--- src/rtl/audio_pwm_player.sv ---
// audio_pwm_player
//   Requests one audio sample per rising edge of the sample-rate square wave
//   and plays the most recently accepted sample as PWM. Everything runs on clk.
//   s_clk is synchronised and edge-detected, and is never used as a clock.
//
// Ports
//   clk           system clock
//   reset         asynchronous, active-high reset
//   s_clk         sample-rate square wave (asynchronous level input)
//   sample_data   unsigned sample from upstream
//   sample_valid  sample_data valid this cycle
//   underrun_clr  one-cycle clear of the underrun flag
//   sample_req    one-cycle pulse requesting the next sample
//   pwm_out       PWM audio output (carrier = clk / 2^DATA_W)
//   underrun      sticky: a sample period ended without an accepted sample
//   sample_cnt    number of accepted samples (wraps)
module audio_pwm_player #(
    parameter int DATA_W  = 8,
    parameter int TIMEOUT = 1024,
    parameter int CNT_W   = 16
) (
    input  logic              clk,
    input  logic              reset,
    input  logic              s_clk,
    input  logic [DATA_W-1:0] sample_data,
    input  logic              sample_valid,
    input  logic              underrun_clr,
    output logic              sample_req,
    output logic              pwm_out,
    output logic              underrun,
    output logic [CNT_W-1:0]  sample_cnt
);

    localparam int TO_W = (TIMEOUT > 2) ? $clog2(TIMEOUT) : 1;
    localparam logic [TO_W-1:0] TO_LAST = TO_W'(TIMEOUT - 1);

    typedef enum logic [1:0] {
        IDLE,
        REQ,
        WAIT
    } state_t;

    state_t            state;
    state_t            next_state;

    logic              s_sync1;
    logic              s_sync2;
    logic              s_hist;
    logic              tick;

    logic [TO_W-1:0]   to_cnt;
    logic              accept;
    logic              timed_out;
    logic              set_underrun;

    logic [DATA_W-1:0] pwm_cnt;
    logic [DATA_W-1:0] duty;
    logic [DATA_W-1:0] pending;
    logic              pending_full;
    logic              frame_end;

    // Two-flop synchroniser plus history flop; rising edges only.
    always_ff @(posedge clk or posedge reset) begin
        if (reset) begin
            s_sync1 <= 1'b0;
            s_sync2 <= 1'b0;
            s_hist  <= 1'b0;
        end else begin
            s_sync1 <= s_clk;
            s_sync2 <= s_sync1;
            s_hist  <= s_sync2;
        end
    end

    assign tick = s_sync2 & ~s_hist;

    // FSM: state register
    always_ff @(posedge clk or posedge reset) begin
        if (reset) begin
            state <= IDLE;
        end else begin
            state <= next_state;
        end
    end

    // FSM: next state. A new tick always wins and restarts the request.
    always_comb begin
        next_state = state;
        case (state)
            IDLE: begin
                if (tick) next_state = REQ;
            end
            REQ: begin
                if (tick)              next_state = REQ;
                else if (sample_valid) next_state = IDLE;
                else                   next_state = WAIT;
            end
            WAIT: begin
                if (tick)              next_state = REQ;
                else if (sample_valid) next_state = IDLE;
                else if (timed_out)    next_state = IDLE;
            end
            default: next_state = IDLE;
        endcase
    end

    // FSM: outputs / control strobes
    always_comb begin
        accept       = 1'b0;
        timed_out    = 1'b0;
        set_underrun = 1'b0;
        case (state)
            REQ: begin
                accept       = sample_valid;
                set_underrun = tick;
            end
            WAIT: begin
                accept       = sample_valid;
                timed_out    = (to_cnt == TO_LAST) && !sample_valid;
                set_underrun = tick || ((to_cnt == TO_LAST) && !sample_valid);
            end
            default: ;
        endcase
    end

    // Request pulse is registered from the REQ state, so it trails the tick by one cycle.
    always_ff @(posedge clk or posedge reset) begin
        if (reset) begin
            sample_req <= 1'b0;
        end else begin
            sample_req <= (state == REQ);
        end
    end

    // Timeout counter: cleared while in REQ, counts every WAIT cycle.
    always_ff @(posedge clk or posedge reset) begin
        if (reset) begin
            to_cnt <= '0;
        end else if (state == REQ) begin
            to_cnt <= '0;
        end else if (state == WAIT) begin
            to_cnt <= to_cnt + TO_W'(1);
        end
    end

    always_ff @(posedge clk or posedge reset) begin
        if (reset) begin
            underrun <= 1'b0;
        end else if (set_underrun) begin
            underrun <= 1'b1;
        end else if (underrun_clr) begin
            underrun <= 1'b0;
        end
    end

    always_ff @(posedge clk or posedge reset) begin
        if (reset) begin
            sample_cnt <= '0;
        end else if (accept) begin
            sample_cnt <= sample_cnt + CNT_W'(1);
        end
    end

    // Pending buffer: a capture in the frame-end cycle still sets pending_full,
    // so the new sample loads at the following wrap while duty takes the old one.
    assign frame_end = (pwm_cnt == '1);

    always_ff @(posedge clk or posedge reset) begin
        if (reset) begin
            pending      <= '0;
            pending_full <= 1'b0;
        end else begin
            if (accept) begin
                pending      <= sample_data;
                pending_full <= 1'b1;
            end else if (frame_end) begin
                pending_full <= 1'b0;
            end
        end
    end

    always_ff @(posedge clk or posedge reset) begin
        if (reset) begin
            pwm_cnt <= '0;
            duty    <= '0;
            pwm_out <= 1'b0;
        end else begin
            pwm_cnt <= pwm_cnt + DATA_W'(1);
            if (frame_end && pending_full) begin
                duty <= pending;
            end
            pwm_out <= (pwm_cnt < duty);
        end
    end

endmodule

--- config.mk ---
export PLATFORM = sky130hd
export DESIGN_NAME = audio_pwm_player
export DESIGN_NICKNAME = d
export VERILOG_FILES = /design/src/rtl/audio_pwm_player.sv
export SDC_FILE = /design/constraint.sdc
export NUM_CORES = 1
export LEC_CHECK = 0
export CAP_MARGIN = 20
export CORE_MARGIN = 5
export CORE_UTILIZATION = 29
export CTS_BUF_LIST = sky130_fd_sc_hd__clkbuf_4
export CTS_CLUSTER_DIAMETER = 60
export DETAILED_ROUTE_END_ITERATION = 8
export PLACE_DENSITY = 0.47
export SKIP_CTS_REPAIR_TIMING = 1
export SYNTH_ARGS = -nofsm -noshare
export SYNTH_HDL_FRONTEND = slang
export SYNTH_SLANG_ARGS = --single-unit
--- constraint.sdc ---
create_clock -name clk -period 2.2 [get_ports clk]
set_clock_uncertainty 0.15 [all_clocks]
set_input_delay 0.44 -clock clk [delete_from_list [all_inputs] [get_ports clk]]
set_output_delay 0.44 -clock clk [all_outputs]
set_load 0.01 [all_outputs]
# After elaboration in Yosys (flattened, before gate mapping)
# Cells that the tools add are included.
[op_classes]
add_sub_neg = 3
shift = 0
div = 0
n_eq_ne = 6
reduce_logical = 10
multipliers = 0
n_mux = 16
bitwise_logic = 2
magnitude_cmp = 1
[op_table]
columns = ["operator", "n"]
rows = [
  ["2-to-1 mux 10 bit", 2],
  ["adder 16 x 1 -> 16 bit (second input constant)", 1],
  ["2-to-1 mux 2 bit", 6],
  ["adder 10 x 1 -> 10 bit (second input constant)", 1],
  ["== test 10 bit (second input constant)", 1],
  ["adder 8 x 1 -> 8 bit (second input constant)", 1],
  ["== test 8 bit (second input constant)", 1],
  ["less-than comparator 8 bit", 1],
  ["2-to-1 mux 1 bit", 6],
  ["one-hot mux 2 bit (3 select lines)", 1],
  ["nonzero test 2 bit", 3],
  ["!= test 4 bit (second input constant)", 1],
  ["== test 2 x 1 -> 1 bit (second input constant)", 1],
  ["== test 2 bit (second input constant)", 1],
  ["logical AND 1 bit", 2],
  ["zero test 2 bit", 1],
  ["!= test 2 bit (second input constant)", 1],
  ["one-hot mux 1 bit (2 select lines)", 1],
  ["AND reduction 2 bit", 1],
  ["OR reduction 2 bit", 1],
  ["AND 1 bit", 1],
  ["zero test 1 bit", 1],
  ["logical OR 1 bit", 1],
  ["NOT 1 bit", 1],
]
[totals]
ram_bits = 0
mem_bits_ro = 0
reg_bits = 59
n_memories = 0
elab_cells = 51
latchBits = 0

# Logic depth before layout (Yosys ltp)
[depth]
depth_word = 7
mapped_depth = 7
ltp_nobuf = 6

# Least setup slack after synthesis
# Ideal clock, no wire load.
[synth_timing]
path_type = "register to register"
from = "register state[0]"
to = "register pending[0]"
path_slack_ns = 0.435
path_stages_with_launch = 6
required_ns = 1.925
period_less_slack_ns = 1.765
arrival_ns = 1.490
cell_sequence = "dfrtp_1 > inv_1 > ha_1 > buf_4 > nand2_1 > mux2_2"
[synth_between]
elab_chain_len = 3
word_cells_on_any_way = 4
[synth_rtl]
columns = ["element", "line_no", "source"]
rows = [
  ["from (decl)", "43", "state_t state;"],
  ["from (signal assigned)", "82", "state <= next_state;"],
  ["== test 2 x 1 -> 1 bit / == test 2 bit (equally long branches)", "112", "case (state)"],
  ["OR reduction 2 bit (no source line) *", "-", ""],
  ["2-to-1 mux 1 bit *", "112", ""],
  ["to (signal assigned)", "174", "pending <= sample_data;"],
  ["to (decl)", "58", "logic [DATA_W-1:0] pending;"],
]
# Mark *: on every way between the ends. The rest lies on a longest branch, timed or not.
# A chain may end at the register's enable or synchronous reset.

# Worst setup path after layout
[layout_timing]
from = "register sample_cnt[5]"
to = "output sample_cnt[5]"
[layout_rtl]
columns = ["element", "line_no", "source"]
rows = [
  ["from (decl)", "31", "output logic [CNT_W-1:0] sample_cnt"],
  ["from (signal assigned)", "160", "sample_cnt <= sample_cnt + CNT_W'(1);"],
]
# No word-level cell between the ends.

==> out/qor.txt <==
Total die area - 11,300 um^2
Routed vias - 1,779
Synth top area share - 54.8%
Synth area leader - dfrtp_1
Synth Area per Inst - 11.6 um^2
Number of synthesized flops with an enable pin - 0
Core Area - 9150 um^2
Seq/Total Area, Yosys - 54.8%
# setup viols final - 0
CTS tree - done
Global-route wire length before repair - 8960 um
Clk_lat worst skew - 400 ps
RSZ-0062 raised after global routing - no
Number of global-route vias before repair - 1,886
Buf/Inv on CP - 1
Setup_tns - 0 ps
Worst setup SP type - register
PwrDens - 919 nW/um^2
Global route overflow - 0
PnR worst setup slack - 186 ps
Top Ports - 32
Initial antenna violation count - 0
Slew headroom - 65.5%
Initial Util - 29.4%
Row count - 35
Most frequent cell after synthesis - dfrtp_1
Worst path max stage delay - 570 ps
CP required - 1610 ps
Final worst path period need - 2010 ps
Crit path max fanout - 6
Die Width - 106 um
Placed Instances - 375
Period utilization - 91.5%
Vias/cell - 4.55
Ratio of cells with drive above 1 in the final layout - 15.4%
VDD IR-drop max - 0.308 mV
Detail Route Antenna Nets - 0
Worst slack at placement - 185 ps
Initial DRC Count - 61
RePlAce Congestion - 0.722
IO Port Bufs - 31
Ys Warns - 0
Max clock buf depth - 2
Post-synth ARST share - 100%
FMAX - 497 MHz
DP Area - 3190 um^2
Fillers - 926
Hold Path Class - primary input to async pin
DR DRC count - 0
Hold Vio Cnt, Final - 0
Post-layout util - 36.3%
Final wirelength - 5030 um
Antenna Cells - 0
Overall power - 3.06 mW
Flops & latches, synth - 59
Top delay family on crit path - buffers and inverters
P&R area growth vs syn - 23.4%
Fin Hold WS - 139 ps
Arr. time, crit path - 1420 ps
WL/cell - 12.9 um
Distinct cells, synth - 34
Final nets - 302
Outcome - completed
Top cells by area, synth - dfrtp_1 (55%), mux2_2 (7.5%), ha_1 (6.5%)
Max-slew violation count - 0
Synth Flop Type - dfrtp_1
Clock root buffer - clkbuf_4
Max cap viols - 0
Die Ht - 106 um
Critical path type - register to output port
Slew @ Worst Pin - 517 ps
Largest net degree at the start of global routing - 48
Leakage power total - 1.51 nW
Mapped Cells - 232
CP cell instances - clkdlybuf4s50_1
Gr usage total - 9.98%
Design Area, Final - 3320 um^2
H-tree depth - 3
Clk sinks - 59
CTS clock-pin slew for the worst setup and hold paths - 120 ps
Top cells by count, synth - dfrtp_1 (59), mux2_2 (18), inv_1 (15), nand2_1 (15)
DP HPWL - 3520 um
Crit. End Element - output port
Mapped cell area - 2700 um^2
First-pass DRT Iterations - 4
Worst path slowest cell - clkdlybuf4s50_1
Syn Nets - 259
Non-Filler Instances - 391
CTS Buf Count - 9
final timing paths:
kind,from,endpoint,slack (ps),cells past startpoint
setup / recovery,sample_cnt[5]$_DFFE_PP0P_,sample_cnt[5],190,1
hold / removal,reset,sample_cnt[14]$_DFFE_PP0P_,140,2
setup reg to reg,state[0]$_DFFE_PP0P_,sample_cnt[15]$_DFFE_PP0P_,230,6
hold reg to reg,s_sync1$_DFF_PP0_,s_sync2$_DFF_PP0_,230,0
max in group asynchronous,reset,pwm_cnt[4]$_DFF_PP0_,1190,3
min in group clk,s_sync1$_DFF_PP0_,s_sync2$_DFF_PP0_,230,0
per-layer routing:
metal	track usage, %	vias up	part of all wire (%)
li1	-	885	-
met1	12.2	855	46
met2	16.1	35	48
met3	4.01	4	4.8
met4	3.05	0	0.82
met5	0	-	0
power by group:
part           switching, mW  total [mW]  internal, mW
combinational          0.426       0.899         0.472
clock                  0.394       0.744         0.350
sequential             0.141        1.41          1.27
state kept, by name, summed over array words and instances, names as in the netlist:
signal,flops
pending_full,1
sample_cnt,16
s_sync1,1
pwm_out,1
duty,8
s_hist,1
underrun,1
to_cnt,10
state,2
s_sync2,1
sample_req,1
pwm_cnt,8
pending,8
cell type report:
type	count	area, um^2	area share [%]
Inverter	15	56.3	1.69
Multi-Input combinational cell	153	1130	33.9
Timing Repair Buffer	37	393	11.8
Sequential cell	59	1480	44.4
Tap cell	111	139	4.18
Clock buffer	10	75.1	2.26
Clock inverter	6	56.3	1.69
placed cells by master, fill, tap and decap left out, types with 10 or more instances in the layout:
| cell type | count |
|---|---|
| ha_1 | 14 |
| nand2_1 | 15 |
| xor2_1 | 10 |
| nand3_1 | 12 |
| xnor2_1 | 14 |
| mux2_2 | 18 |
| dfrtp_1 | 59 |
| clkdlybuf4s50_1 | 31 |
| inv_1 | 14 |
| clkbuf_4 | 10 |
| nor2_1 | 10 |
logic make-up (layout without fill, tap and decap cells):
kind of cell | count (synthesis) | after routing | synth area share [%]
mux | 19 | 19 | 7.89
buf+inv | 20 | 68 | 3.34
flops | 59 | 59 | 54.8
fa+ha+maj | 14 | 14 | 6.50
xor+xnor | 24 | 24 | 7.80
compound gates | 26 | 26 | 6.08
simple gates | 70 | 70 | 13.6
Note: power is estimated with default switching activity, not from simulation.
